**src/rtl/program_loader_pkg.sv**
```systemverilog
// Shared types and constants for the boot-time program loader.
package program_loader_pkg;

  localparam int LD_WORD_W = 32;
  localparam int LD_BYTE_W = 8;

  typedef enum logic [2:0] {
    LD_IDLE,
    LD_HDR,
    LD_LOAD,
    LD_CHK,
    LD_RELEASE,
    LD_RUN,
    LD_ERR
  } ld_state_t;

  // The byte stream is only accepted while a word is being collected.
  function automatic logic is_rx_state(ld_state_t s);
    return (s == LD_HDR) || (s == LD_LOAD) || (s == LD_CHK);
  endfunction

endpackage

```
**src/rtl/program_loader_if.sv**
```systemverilog
// Byte-stream handshake plus instruction-memory write bus of the loader.
interface program_loader_if
  import program_loader_pkg::*;
#(
  parameter int ADDR_W = 10
) ();

  logic [LD_BYTE_W-1:0] rx_data;
  logic                 rx_valid;
  logic                 rx_ready;
  logic                 imem_we;
  logic [ADDR_W-1:0]    imem_addr;
  logic [LD_WORD_W-1:0] imem_wdata;

  modport master (
    input  rx_data, rx_valid,
    output rx_ready, imem_we, imem_addr, imem_wdata
  );

  modport slave (
    output rx_data, rx_valid,
    input  rx_ready, imem_we, imem_addr, imem_wdata
  );

endinterface

```
**src/rtl/program_loader_word_assembler.sv**
```systemverilog
// Packs accepted bytes big-endian into 32-bit words; word_done flags the 4th byte.
module word_assembler
  import program_loader_pkg::*;
(
  input  logic                 clk,
  input  logic                 rst_n,
  input  logic                 clear,
  input  logic                 accept,
  input  logic [LD_BYTE_W-1:0] byte_in,
  output logic [LD_WORD_W-1:0] word,
  output logic                 word_done
);

  logic [1:0]           byte_cnt;
  logic [LD_WORD_W-1:0] shreg;

  // The completed word includes the byte being accepted this cycle.
  assign word      = {shreg[LD_WORD_W-LD_BYTE_W-1:0], byte_in};
  assign word_done = accept && (byte_cnt == 2'd3);

  always_ff @(posedge clk or negedge rst_n) begin
    if (!rst_n) begin
      byte_cnt <= 2'd0;
      shreg    <= '0;
    end else if (clear) begin
      byte_cnt <= 2'd0;
      shreg    <= '0;
    end else if (accept) begin
      byte_cnt <= byte_cnt + 2'd1;
      shreg    <= word;
    end
  end

endmodule

```
**src/rtl/program_loader.sv**
```systemverilog
// Loads a length-prefixed, XOR-checksummed image into instruction memory and
// releases the core once the checksum matches.
module program_loader
  import program_loader_pkg::*;
#(
  parameter int ADDR_W = 10
) (
  input  logic             clk,
  input  logic             start_up_n,
  program_loader_if.master bus,
  output logic             core_start_up,
  output logic             done,
  output logic             err
);

  localparam logic [LD_WORD_W-1:0] MAX_WORDS = LD_WORD_W'(1) << ADDR_W;

  ld_state_t            state;
  logic [ADDR_W:0]      words_left;
  logic [ADDR_W-1:0]    imem_addr;
  logic [LD_WORD_W-1:0] imem_wdata;
  logic [LD_WORD_W-1:0] acc;
  logic [LD_WORD_W-1:0] word;
  logic                 imem_we;
  logic                 rx_ready;
  logic                 accept;
  logic                 word_done;
  logic                 clear;

  assign rx_ready       = is_rx_state(state);
  assign accept         = bus.rx_valid && rx_ready;
  assign bus.rx_ready   = rx_ready;
  assign bus.imem_we    = imem_we;
  assign bus.imem_addr  = imem_addr;
  assign bus.imem_wdata = imem_wdata;

  word_assembler u_asm (
    .clk       (clk),
    .rst_n     (start_up_n),
    .clear     (clear),
    .accept    (accept),
    .byte_in   (bus.rx_data),
    .word      (word),
    .word_done (word_done)
  );

  // Asserted exactly on the cycles whose closing edge changes state.
  always_comb begin
    clear = 1'b0;
    case (state)
      LD_IDLE, LD_RELEASE: clear = 1'b1;
      LD_HDR, LD_CHK:      clear = word_done;
      LD_LOAD:             clear = word_done && (words_left == (ADDR_W+1)'(1));
      default:             clear = 1'b0;
    endcase
  end

  always_ff @(posedge clk or negedge start_up_n) begin
    if (!start_up_n) begin
      state         <= LD_IDLE;
      words_left    <= '0;
      imem_addr     <= '0;
      imem_wdata    <= '0;
      imem_we       <= 1'b0;
      acc           <= '0;
      core_start_up <= 1'b1;
      done          <= 1'b0;
      err           <= 1'b0;
    end else begin
      imem_we <= 1'b0;
      // Advance the address only after a write, so the last write leaves it in range.
      if (state == LD_LOAD && imem_we)
        imem_addr <= imem_addr + ADDR_W'(1);
      case (state)
        LD_IDLE: state <= LD_HDR;
        LD_HDR: begin
          if (word_done) begin
            if (word > MAX_WORDS) begin
              state <= LD_ERR;
              err   <= 1'b1;
            end else if (word == '0) begin
              state <= LD_CHK;
            end else begin
              state      <= LD_LOAD;
              words_left <= word[ADDR_W:0];
              imem_addr  <= '0;
            end
          end
        end
        LD_LOAD: begin
          if (word_done) begin
            imem_we    <= 1'b1;
            imem_wdata <= word;
            acc        <= acc ^ word;
            words_left <= words_left - (ADDR_W+1)'(1);
            if (words_left == (ADDR_W+1)'(1))
              state <= LD_CHK;
          end
        end
        LD_CHK: begin
          if (word_done) begin
            if (word == acc) begin
              state <= LD_RELEASE;
            end else begin
              state <= LD_ERR;
              err   <= 1'b1;
            end
          end
        end
        LD_RELEASE: begin
          state         <= LD_RUN;
          core_start_up <= 1'b0;
          done          <= 1'b1;
        end
        LD_RUN, LD_ERR: ;
        default: begin
          state <= LD_ERR;
          err   <= 1'b1;
        end
      endcase
    end
  end

endmodule

```
**src/flat_wrapper.sv**
```systemverilog
// flat-port wrapper written by rule: the top's interface ports become plain ports
module program_loader_flat import program_loader_pkg::*;
#(
  parameter int ADDR_W = 10
)
  (clk, start_up_n, core_start_up, done, err, bus_rx_data, bus_rx_valid, bus_rx_ready, bus_imem_we, bus_imem_addr, bus_imem_wdata);
  program_loader_if #(.ADDR_W(ADDR_W)) bus_i ();
  input  logic clk;
  input  logic start_up_n;
  output logic core_start_up;
  output logic done;
  output logic err;
  input wire logic [$bits(bus_i.rx_data)-1:0] bus_rx_data;
  input wire logic [$bits(bus_i.rx_valid)-1:0] bus_rx_valid;
  output wire logic [$bits(bus_i.rx_ready)-1:0] bus_rx_ready;
  output wire logic [$bits(bus_i.imem_we)-1:0] bus_imem_we;
  output wire logic [$bits(bus_i.imem_addr)-1:0] bus_imem_addr;
  output wire logic [$bits(bus_i.imem_wdata)-1:0] bus_imem_wdata;
  assign bus_i.rx_data = bus_rx_data;
  assign bus_i.rx_valid = bus_rx_valid;
  assign bus_rx_ready = bus_i.rx_ready;
  assign bus_imem_we = bus_i.imem_we;
  assign bus_imem_addr = bus_i.imem_addr;
  assign bus_imem_wdata = bus_i.imem_wdata;
  program_loader #(.ADDR_W(ADDR_W)) u_core (.clk(clk), .start_up_n(start_up_n), .bus(bus_i), .core_start_up(core_start_up), .done(done), .err(err));
endmodule
```
**config.mk**
```make
export PLATFORM = sky130hd
export DESIGN_NAME = program_loader_flat
export DESIGN_NICKNAME = d
export VERILOG_FILES = /design/src/rtl/program_loader_pkg.sv /design/src/rtl/program_loader_if.sv /design/src/rtl/program_loader_word_assembler.sv /design/src/rtl/program_loader.sv /design/src/flat_wrapper.sv
export SDC_FILE = /design/constraint.sdc
export NUM_CORES = 1
export LEC_CHECK = 0
export CAP_MARGIN = 40
export CORE_MARGIN = 4
export CORE_UTILIZATION = 50
export CTS_CLUSTER_DIAMETER = 30
export DETAILED_ROUTE_END_ITERATION = 10
export PLACE_DENSITY = 0.72
export SYNTH_ARGS = -nofsm -noshare
export SYNTH_HDL_FRONTEND = slang
export SYNTH_HIERARCHICAL = 1
export SYNTH_SLANG_ARGS = --single-unit
```
**constraint.sdc**
```tcl
create_clock -name clk -period 2.8 [get_ports clk]
set_input_delay 0.28 -clock clk [delete_from_list [all_inputs] [get_ports clk]]
set_output_delay 0.28 -clock clk [all_outputs]
set_load 0.02 [all_outputs]
```
==> results.txt <==
Status: complete, no violations
Worst Skew: 8.08 ps
Flops & latches, synth: 118
Post-synthesis mux area share: 0.0468
Startpoint Class: register
CTS max path bufs: 2
Unrepaired setup endpoints after global routing: false
Multi-input logic area: 2350 um^2
Main combinational cell family by area after synthesis: simple AND/OR/NAND/NOR gates
Synth Area in Simple Gates: 0.185
# diodes: 0
Reg area: 2950 um^2
IO Count: 58
Worst R2R Start: u_core/state[1]
Starting density of the core: 0.512
Initial antenna violation count: 0
Min-delay worst type: input port to async pin
Delay-heaviest family, CP: simple AND/OR/NAND/NOR gates
Worst path buffer plus inverter count: 1
Adder-Cell Fraction of Synth Area: 0.00901
Setup slack at placement: 262 ps
Worst R2R Setup Slack: 340 ps
Critical Path Sink: u_core/words_left[2]
Tcrit/Tclk final: 0.877
Worst endpoint required time: 3220 ps
Post-Synth XOR/XNOR Area: 0.118
Via/cell ratio: 5.35
Final GP Congestion: 0.786
CP endpoint kind: register
Final Power: 7.58 mW
Largest net degree at the start of global routing: 58
Fraction of layout cells with a size suffix above 1: 0.105
Tmin final: 2460 ps
Die Height: 113 um
Detailed Place HPWL: 8.60 mm
Final ANT Viol Nets: 0
FFs w/ async S/R, synth: 1.00
Slew Limit Fails: 0
Sum Neg Setup Slack: 0 ps
Drc violations: 0
Synthesized area: 5560 um^2
CP arrival: 2880 ps
Total iterations of the first detailed-routing run: 4
Vias in the first global route: 4209
F_max: 407 MHz
CTS tree: done
Fin nets: 611
Layout area overhead: 23.5%
Total CTS buffers: 17
Insertion delay to the later sink of the worst-skew pair: 510 ps
Avg WL per Cell: 16.9 um
Crit-path max FO: 12
Syn Area/Cell: 10.4 um^2
Std cell rows: 38
Final Worst Setup Slack: 343 ps
Crit path kind: register to register
Clock sink total: 118
Yosys warnings: 6
CP startpoint: u_core/state[1]
Port buffer count: 57
Critical path's slowest cell: dfrtp_1
Max-cap violations: 0
Peak VDD IR: 0.000539 V
Clock slew at reported path FFs: 60 ps
Worst reg2reg path depth: 10
Max-slew headroom: 0.504
Core area: 10800 um^2
Root Buffer Master: clkbuf_8
Remaining Overflow, GRT: 0
Vias: 4010
EDFF count, synth: 0
Largest stage delay, worst path: 540 ps
Endpoints failing hold: 0
Die area: 12900 um^2
Die X: 113 um
DRT iter0 DRCs: 271
Slew @ Worst Pin: 744 ps
Reg2reg end: u_core/words_left[2]
Synthesized net count: 547
Drt total wl: 12.6 mm
Worst path cell trace: nor2_1 > nor2_1 > and2_1 > and2_1 > nand2b_1 > nand2b_1 > a2111oi_4 > buf_4 > o22ai_1 > a22oi_1
Leakage: 3.07 nW
Sequential share of the synthesized area: 0.532
First-pass GRT wire length: 21.4 mm
Syn Inst Count: 532
Top FF cell, synth: dfrtp_1
Compound-Gate Fraction of Synth Area: 0.0649
CTS H-tree depth: 4
WP depth: 10
Fillcell total: 885
Tot GR Track Use: 0.212
Final setup viols: 0
PwrDens: 1110 nW/um^2
Netlist cell types: 56
[worst min path at each step]
stage / endpoint / slack, ps / cells past startpoint
after CTS: u_core/bus.imem_addr[7] / 400 / 2
after detailed placement: u_core/bus.imem_addr[7] / 400 / 1
after floorplan: u_core/acc[0] / -20 / 0
final: u_core/bus.imem_addr[3] / 370 / 2
after global routing: u_core/bus.imem_addr[7] / 450 / 2
after global placement: u_core/bus.imem_addr[3] / 380 / 1
[area by class of cell]
| cell class | count | area share |
|---|---|---|
| timing repair buffer | 75 | 0.105 |
| tap | 140 | 0.0255 |
| sequential | 118 | 0.431 |
| clock inverter | 10 | 0.0219 |
| inverter | 12 | 0.00657 |
| multi-input combinational | 372 | 0.343 |
| clock buffer | 22 | 0.0675 |
[cells in the mapped netlist (3+ instances only)]
master / n / share of area
a21oi_1: 4 / 0.0036
a22oi_1: 3 / 0.0041
a2bb2oi_1: 3 / 0.0047
a31oi_1: 5 / 0.0056
and2_1: 3 / 0.0034
buf_2: 10 / 0.0090
buf_4: 8 / 0.011
clkbuf_1: 7 / 0.0047
dfrtp_1: 117 / 0.53
ha_1: 4 / 0.0090
inv_1: 11 / 0.0074
mux2i_1: 26 / 0.047
nand2_1: 104 / 0.070
nand2b_1: 5 / 0.0056
nand3_1: 8 / 0.0072
nand4_1: 10 / 0.011
nor2_1: 52 / 0.035
nor2b_1: 3 / 0.0034
nor3_1: 6 / 0.0054
nor4_1: 7 / 0.0079
o21ai_0: 8 / 0.0072
o22ai_1: 8 / 0.0090
or3_1: 3 / 0.0034
xnor2_1: 65 / 0.10
xor2_1: 10 / 0.016
[registers in the layout, summed over array words and instances (netlist names)]
signal / cells
u_core/acc: 32
u_core/bus.imem_wdata: 32
u_core/u_asm/shreg: 24
u_core/words_left: 11
u_core/bus.imem_addr: 10
u_core/state: 3
u_core/u_asm/byte_cnt: 2
u_core/bus.imem_we: 1
u_core/core_start_up: 1
u_core/done: 1
u_core/err: 1
[power by group]
| group | leakage (nW) | switching (mW) | internal, mW | total, mW |
|---|---|---|---|---|
| logic | 1.36 | 1.23 | 1.20 | 2.44 |
| clock network | 0.308 | 0.734 | 1.51 | 2.24 |
| registers | 1.40 | 0.556 | 2.35 | 2.90 |
[kinds of logic (layout without fill, tap and decap cells)]
logic type / after synthesis / after routing
buf+inv: 42 / 119
simple gates: 219 / 219
fa+ha+maj: 4 / 4
compound gates: 48 / 48
xor+xnor: 75 / 75
flops: 118 / 118
mux: 26 / 26
[routing by layer]
metal	global-route usage	wire, um	vias to the layer above
li1	-	-	1908
met1	0.277	5720	1984
met2	0.352	6200	104
met3	0.0488	580	14
met4	0.0681	142	0
met5	0	0	-
[through the flow]
step	utilization	cells	hold slack, ps	cell area, um^2
2_1_floorplan	-	532	-15.6	5560
3_3_place_gp	0.575	716	379	6240
3_5_place_dp	0.575	716	401	6240
4_1_cts	0.633	749	403	6860
5_1_grt	0.633	749	446	6860
6_report	0.633	749	373	6860
[cell usage in the layout, fill, tap and decap left out, types with 7 or more instances in the layout]
master           Yosys  final
nor4_1               7      7
nand2_1            104    104
clkbuf_16            0     16
clkdlybuf4s50_1      0     56
nor2_1              52     52
xor2_1              10     10
inv_1               11     11
dfrtp_1            117    117
xnor2_1             65     65
o21ai_0              8      8
nand3_1              8      8
nand4_1             10     10
mux2i_1             26     26
buf_4                8     17
o22ai_1              8      8
[worst register-to-register path: stages (launching register included)]
cell and delay [ps]:
dfrtp_1 540, nor2_1 130, nor2_1 120, and2_1 170
and2_1 240, nand2b_1 100, nand2b_1 210, a2111oi_4 280
buf_4 260, o22ai_1 100, a22oi_1 220
[timing repair]
| action | in CTS | in global routing |
|---|---|---|
| hold buffers | 1 | 0 |
| setup buffers | 0 | 0 |
| gates resized for setup | 0 | 0 |
| endpoints found under the hold margin | 54 | 0 |
No activity file was read; power rests on OpenSTA's default activity.
